[src/rtl/branch_predictor.sv]
// branch_predictor -- fetch-stage direction predictor.
//
// A table of 2-bit saturating counters, indexed by pc[INDEX_BITS+1:2],
// supplies a same-cycle taken/not-taken guess to the next-PC mux. Each
// guess is carried PIPE_DEPTH stages to execute. There it is compared with
// the resolved outcome to raise mispredict, and the table is trained.
//
// Optional build macro: BP_TAG_EN. When defined, every entry holds a valid
// bit and a tag (pc[PC_WIDTH-1:INDEX_BITS+2]). A lookup that misses guesses
// not-taken. A resolution that misses allocates the entry.
//
// Ports:
//   clk, rst_n      rising-edge clock, asynchronous active-low reset
//   guess_valid     fetch holds a predecoded conditional branch
//   guess_pc        PC of the fetched instruction
//   guess_taken     predicted direction (combinational, 0 when !guess_valid)
//   check_valid     a branch resolves in execute this cycle
//   check_pc        PC of the resolving branch
//   check_taken     resolved direction
//   stall           freeze: no pipe advance, no table update
//   flush           squash all in-flight guesses
//   mispredict      resolved direction != carried guess (combinational)
module branch_predictor #(
  parameter int PC_WIDTH   = 32,
  parameter int INDEX_BITS = 5,
  parameter int PIPE_DEPTH = 2
) (
  input  logic                clk,
  input  logic                rst_n,
  input  logic                guess_valid,
  input  logic [PC_WIDTH-1:0] guess_pc,
  output logic                guess_taken,
  input  logic                check_valid,
  input  logic [PC_WIDTH-1:0] check_pc,
  input  logic                check_taken,
  input  logic                stall,
  input  logic                flush,
  output logic                mispredict
);

  localparam int ENTRIES = 1 << INDEX_BITS;
  localparam int TAG_W   = PC_WIDTH - INDEX_BITS - 2;

  function automatic logic [1:0] sat_inc(input logic [1:0] c);
    return (c == 2'b11) ? c : c + 2'd1;
  endfunction

  function automatic logic [1:0] sat_dec(input logic [1:0] c);
    return (c == 2'b00) ? c : c - 2'd1;
  endfunction

  logic [ENTRIES-1:0][1:0]  ctr_q, ctr_d;
  logic [PIPE_DEPTH-1:0]    vld_pipe_q, vld_pipe_d;
  logic [PIPE_DEPTH-1:0]    dir_pipe_q, dir_pipe_d;
  logic [INDEX_BITS-1:0]    g_idx, c_idx;
  logic                     g_hit, c_hit;
  logic                     upd_en;

  assign g_idx  = guess_pc[INDEX_BITS+1:2];
  assign c_idx  = check_pc[INDEX_BITS+1:2];
  assign upd_en = check_valid & ~stall;

`ifdef BP_TAG_EN
  logic [ENTRIES-1:0][TAG_W-1:0] tag_q, tag_d;
  logic [ENTRIES-1:0]            tvld_q, tvld_d;
  logic                          unused_pc;

  assign g_hit = tvld_q[g_idx] && (tag_q[g_idx] == guess_pc[PC_WIDTH-1:INDEX_BITS+2]);
  assign c_hit = tvld_q[c_idx] && (tag_q[c_idx] == check_pc[PC_WIDTH-1:INDEX_BITS+2]);
  assign unused_pc = ^{guess_pc[1:0], check_pc[1:0]};

  // A resolution that misses claims the entry for the resolving PC.
  always_comb begin
    tag_d  = tag_q;
    tvld_d = tvld_q;
    if (upd_en && !c_hit) begin
      tvld_d[c_idx] = 1'b1;
      tag_d[c_idx]  = check_pc[PC_WIDTH-1:INDEX_BITS+2];
    end
  end

  always_ff @(posedge clk or negedge rst_n) begin
    if (!rst_n) begin
      tag_q  <= '0;
      tvld_q <= '0;
    end else begin
      tag_q  <= tag_d;
      tvld_q <= tvld_d;
    end
  end
`else
  logic unused_pc;

  // Untagged: aliasing PCs share a counter, so every lookup hits.
  assign g_hit = 1'b1;
  assign c_hit = 1'b1;
  assign unused_pc = ^{guess_pc[PC_WIDTH-1:INDEX_BITS+2], guess_pc[1:0],
                       check_pc[PC_WIDTH-1:INDEX_BITS+2], check_pc[1:0]};
`endif

  // The read uses the registered table, so a same-cycle update to the
  // same index is not visible until the next cycle.
  assign guess_taken = guess_valid & g_hit & ctr_q[g_idx][1];

  // An empty execute slot compares as a not-taken guess.
  assign mispredict = upd_en &
                      (check_taken != (vld_pipe_q[PIPE_DEPTH-1] & dir_pipe_q[PIPE_DEPTH-1]));

  // Flush does not gate training: the resolving branch is older than
  // whatever caused the flush.
  always_comb begin
    ctr_d = ctr_q;
    if (upd_en) begin
      if (c_hit) ctr_d[c_idx] = check_taken ? sat_inc(ctr_q[c_idx]) : sat_dec(ctr_q[c_idx]);
      else       ctr_d[c_idx] = check_taken ? 2'b10 : 2'b01;
    end
  end

  // Flush takes priority over stall for the prediction pipe only.
  always_comb begin
    vld_pipe_d = vld_pipe_q;
    dir_pipe_d = dir_pipe_q;
    if (flush) begin
      vld_pipe_d = '0;
      dir_pipe_d = '0;
    end else if (!stall) begin
      vld_pipe_d[0] = guess_valid;
      dir_pipe_d[0] = guess_taken;
      for (int k = 1; k < PIPE_DEPTH; k++) begin
        vld_pipe_d[k] = vld_pipe_q[k-1];
        dir_pipe_d[k] = dir_pipe_q[k-1];
      end
    end
  end

  always_ff @(posedge clk or negedge rst_n) begin
    if (!rst_n) begin
      ctr_q      <= {ENTRIES{2'b01}};
      vld_pipe_q <= '0;
      dir_pipe_q <= '0;
    end else begin
      ctr_q      <= ctr_d;
      vld_pipe_q <= vld_pipe_d;
      dir_pipe_q <= dir_pipe_d;
    end
  end

endmodule

[config.mk]
export PLATFORM = sky130hd
export DESIGN_NAME = branch_predictor
export DESIGN_NICKNAME = d
export VERILOG_FILES = /design/src/rtl/branch_predictor.sv
export SDC_FILE = /design/constraint.sdc
export NUM_CORES = 1
export LEC_CHECK = 0
export ABC_AREA = 1
export BUFFER_PORTS_ARGS = -buffer_cell sky130_fd_sc_hd__buf_2
export CAP_MARGIN = 20
export CELL_PAD_IN_SITES_DETAIL_PLACEMENT = 0
export CELL_PAD_IN_SITES_GLOBAL_PLACEMENT = 1
export CORE_MARGIN = 8
export CORE_UTILIZATION = 35
export CTS_CLUSTER_DIAMETER = 30
export DETAILED_ROUTE_END_ITERATION = 6
export GPL_TIMING_DRIVEN = 0
export PLACE_DENSITY = 0.7
export SETUP_SLACK_MARGIN = 0.02
export SYNTH_ARGS = -nofsm -noshare
export SYNTH_HDL_FRONTEND = slang
export SYNTH_SLANG_ARGS = --single-unit
[constraint.sdc]
create_clock -name clk -period 1.7 [get_ports clk]
set_input_delay 0.085 -clock clk [delete_from_list [all_inputs] [get_ports clk]]
set_output_delay 0.085 -clock clk [all_outputs]
set_load 0.05 [all_outputs]
Word level (Yosys, flattened, before mapping) --
Index checks and enable logic that the tools add are counted.
Storage, ports and cells: register bits 68, latch bits 0, bits in writable memories 0, memory bits (read-only) 0, bits of input ports 71, word-level logic and storage cells 63, memories kept 0
Operators by class: add/sub/neg operators 2, multiply operators 0, divide/modulo/power cells 0, $lt $le $gt $ge 3, eq/ne operators 3, shifts and indexed selects 0, multiplexer cells 14, bitwise operators 5, reduce and logical (&&, ||, !) cells 2
Operators with widths (count):
- $bwmux 64 | 1
- $bmux 2 s5 | 2
- $mux 2 | 10
- $lt 5x6->1 const B | 2
- $demux 2 s5 | 1
- $ge 5x1->1 const B | 1
- $and 1x1->1 | 4
- $add 2x1->2 const B | 1
- $eq 2x2->1 const B | 1
- $logic_not 2->1 | 1
- $ne 2x1->1 const B | 1
- $sub 2x1->2 const B | 1
- $logic_and 1x1->1 | 1
- $ne 1x1->1 | 1
- $not 1->1 | 1

Depth between registers and ports, before layout --
depth in word-level cells 6, gate-level depth with buffers 17, gate-level depth less buffers 14

Least setup slack after synthesis --
No wires, ideal clock.
path kind input port to output port, start point input guess_pc[2], end point output guess_taken, arrival 1.743 ns, slack -0.128 ns, cell stages on the path 8, cell sequence clkbuf_1 -> clkbuf_1 -> o21ai_0 -> o221ai_1 -> nand3_1 -> nand2_1 -> nand2_1 -> nor2_1
On the way: word-level cells in the longest chain between the ends 3
Ends and longest elaborated chain:
- start: declaration | RTL line 31 | input logic [PC_WIDTH-1:0] guess_pc,
- $bmux 2 s5 | RTL line 103 | assign guess_taken = guess_valid & g_hit & ctr_q[g_idx][1];
- $mux 2 (implied by the code) | RTL line 103
- $and 1x1->1 | RTL line 103
- end: declaration | RTL line 32 | output logic guess_taken,
No other way between the ends. The select of a mux whose other input is x is not followed.

Worst setup path after layout --
start point register ctr_q[19] in the netlist's numbering, end point output guess_taken
On the way: word-level cells in the longest chain between the ends 3
Ends and longest elaborated chain:
- start: declaration | RTL line 52 | logic [ENTRIES-1:0][1:0] ctr_q, ctr_d;
- start signal: assignment | RTL line 138 | ctr_q <= {ENTRIES{2'b01}};
- start signal: assignment | RTL line 142 | ctr_q <= ctr_d;
- $bmux 2 s5 | RTL line 103
- $mux 2 (implied by the code) | RTL line 103
- $and 1x1->1 | RTL line 103
No other way between the ends. The select of a mux whose other input is x is not followed.

==> results.md <==
* Simple-gate share of the synthesized area at 0.444
* Final Util at 0.469
* XOR/XNOR share of the synthesized area at 0
* Die area at 0.0153 sq mm
* Post-route minimum period at 1.72 ns
* Starting density of the core at 0.357
* Status: finished, violations left
* Die H at 124 um
* Nets at 752
* Most frequent cells in the layout: 296 x nand2_1, 62 x inv_1, 43 x nor2_1, 37 x nand2_2, 36 x dfrtp_1
* Dpl cells at 798
* Row Count at 39
* Clock Tree Root: clkbuf_16
* Worst skew pair latency at 0.34 ns
* Crit path kind: reg2out
* Final hold vios at 0
* Final setup margin at -0.0199 ns
* Die W at 124 um
* Initial antenna violation count at 0
* P per Cell Area at 861 mW/mm^2
* Synth Area in Adders at 0
* Worst Hold Slack at 0.0269 ns
* Top cell by count, worst path: nand2_1
* Number of global-route vias before repair at 3867
* Remaining DRCs at 0
* Max clock buf depth at 2
* Commonest non-fill, non-tap cell in the layout: nand2_1
* CP Cell Sequence: nand2_1, nand3_1, nand2_1, a21oi_2, o31ai_1, nand2_1, nand2_1, nor2_2, buf_6
* Overall Global Routing Usage at 0.186
* Area of the core at 0.0114 sq mm
* Slew @ Worst Pin at 0.875 ns
* Syn Nets at 709
* Synthesized flop and latch total at 68
* Hold EP: dir_pipe_q[0]
* Worst clock skew at 0.00722 ns
* Final setup fails at 10
* Power consumption at 4.59 mW
* Number of port buffers at 17
* R2r setup slk at -0.01 ns
* Seq/Total Area, Yosys at 0.429
* Avg Inst Size Synth at 6.36 sq um
* WL/cell at 17.0 um
* Switching share of total power at 0.294
* Worst min-delay path class: in2reg
* Total CTS buffers at 9
* Yosys cell types at 22
* Internal power at 3.24 mW
* Share of cells above drive strength 1 at 0.285
* Logic gate share of total power at 0.206
* GR Overflow Total at 0
* Sequential Power Share at 0.414
* Worst EP arrival at 1.63 ns
* ANT nets after route at 0
* Post-Route WL at 14000 um
* Net Sw Power at 1.35 mW
* Failing checks: setup timing
* Largest net degree at the start of global routing at 69
* Rel. slew slack at 0.417
* Yosys warns at 0
* Worst Path Required at 1.62 ns
* Fin area at 0.00533 sq mm
* CTS tree: built
* Avg Vias per Cell at 4.96
* Worst R2R Path Depth at 14
* # H-tree levels at 3
* Hold_sp: flush
* Mux contribution to synthesized area at 0
* Cells on Worst Hold Path at 4
* Top Ports at 73
* Routability cong. at 0.853
* Synth Cell Area at 0.00406 sq mm
* CP peak stage delay at 0.38 ns
* Max VDD drop at 652 uV
* Ant diodes at 0
* Crit path capture type: output pin
* Crit Reg-Reg Startpoint: ctr_q[44]
* Number of max-cap violations at 0
* Vias at 4105
* 1st-pass router iterations at 5
* Initial drt markers at 277
* Final TNS setup at -0.0927 ns
* FF-to-FF End: ctr_q[38]
* CTS clk-pin slew, worst paths at 0.05 ns
* Slew Viols, Final at 0
* Worst-path fanout max at 3
* F_max at 581 MHz
* Post-synthesis cell count at 638
* Dpl ws at -0.686 ns
* Layout area overhead at 31.3%
* CP startpoint kind: register
* RSZ-0062 raised after global routing: yes
* # fillers at 1188
* Period utilisation layout at 1.01
* Clock power share at 0.380
* Detailed Place HPWL at 9260 um
* Layout Cells excl Fill at 828
* Num Clock Sinks at 68
* First-pass GRT wire length at 21400 um
* Placed cell areas at 0.00433 sq mm
* Compound-cell area share of the yosys netlist at 0.0345
* CP max stage cell: dfrtp_1
* Largest family of logic cells by synthesized area: simple AND/OR/NAND/NOR gates
* Leakage at 2.70 nW
-- metal layers --
layer  GRT usage  wire, um  up-vias
met3      0.0376       784       10
li1            -         -     2031
met2       0.288      6450      108
met5           0         0        -
met1       0.257      6640     1956
met4      0.0519       165        0
-- power groups by stage --
stage / Clock, mW / Sequential, mW / Combinational [mW]
2_1_floorplan: 0 / 1.89 / 0.412
3_3_place_gp: 0 / 1.92 / 0.637
3_5_place_dp: 0 / 1.92 / 0.643
4_1_cts: 1.78 / 1.90 / 0.683
5_1_grt: 1.85 / 1.91 / 1.02
6_report: 1.74 / 1.90 / 0.945
-- cell families (layout without fill, tap and decap cells) --
family | after synthesis | in the layout
simple gates | 458 | 458
buf+inv | 87 | 134
flops | 68 | 68
compound gates | 25 | 25
-- cell type report --
type                            instances  area, sq um  area share
Clock buffer                           13          260      0.0488
Timing Repair Buffer                   32          304      0.0571
Tap cell                              143          179      0.0336
Sequential cell                        68         1740       0.327
Buffer                                 23          206      0.0388
Multi-Input combinational cell        483         2390       0.448
Inverter                               64          240      0.0451
Clock inverter                          2         10.0     0.00188
-- how the worst max path moves through the flow --
stage	from	endpoint	slack, ns	cells past startpoint
5_1_grt	ctr_q[32]	ctr_q[34]	-0.13	14
6_report	ctr_q[19]	guess_taken	-0.02	9
3_5_place_dp	check_pc[3]	ctr_q[11]	-0.69	12
2_1_floorplan	guess_pc[2]	guess_taken	0.09	8
3_3_place_gp	check_pc[3]	ctr_q[13]	-0.66	12
4_1_cts	ctr_q[43]	ctr_q[19]	-0.03	13
-- repair_timing --
action	4_1_cts	5_1_grt
buffers inserted	3	6
hold endpoints to repair	36	0
resized for setup	26	127
pin swaps	4	46
cloned	0	5
hold buffers	1	0
setup endpoints to repair	63	63
-- critical path: cells and delay by family, from the launching register on --
kind                   cells  cell delay, ns
buffers and inverters      1            0.16
AOI/OAI and AO/OA          2            0.21
DFF                        1            0.38
and+or+nand+nor            6            0.55
-- sequential cells by signal, indices dropped and copies added, names as in the netlist --
| register | count |
|---|---|
| ctr_q | 64 |
| vld_pipe_q | 2 |
| dir_pipe_q | 2 |
-- synthesized netlist by cell type --
| library cell | instances | area share |
|---|---|---|
| a21oi_1 | 7 | 0.0086 |
| dfrtp_1 | 36 | 0.22 |
| o31ai_1 | 1 | 0.0019 |
| o21ai_0 | 12 | 0.015 |
| nand3_1 | 47 | 0.058 |
| buf_4 | 8 | 0.015 |
| nor2_1 | 47 | 0.043 |
| buf_1 | 1 | 0.00092 |
| nand2_2 | 1 | 0.0015 |
| nor3_1 | 11 | 0.014 |
| nand4_1 | 1 | 0.0015 |
| clkbuf_1 | 6 | 0.0056 |
| o221ai_1 | 2 | 0.0043 |
| inv_1 | 63 | 0.058 |
| nand2_1 | 350 | 0.32 |
| buf_2 | 7 | 0.0086 |
| nand3_2 | 1 | 0.0025 |
| dfstp_2 | 32 | 0.21 |
| a21boi_0 | 1 | 0.0019 |
| buf_6 | 1 | 0.0028 |
| o22ai_1 | 2 | 0.0031 |
| inv_2 | 1 | 0.00092 |
Note: power is estimated with default switching activity, not from simulation.
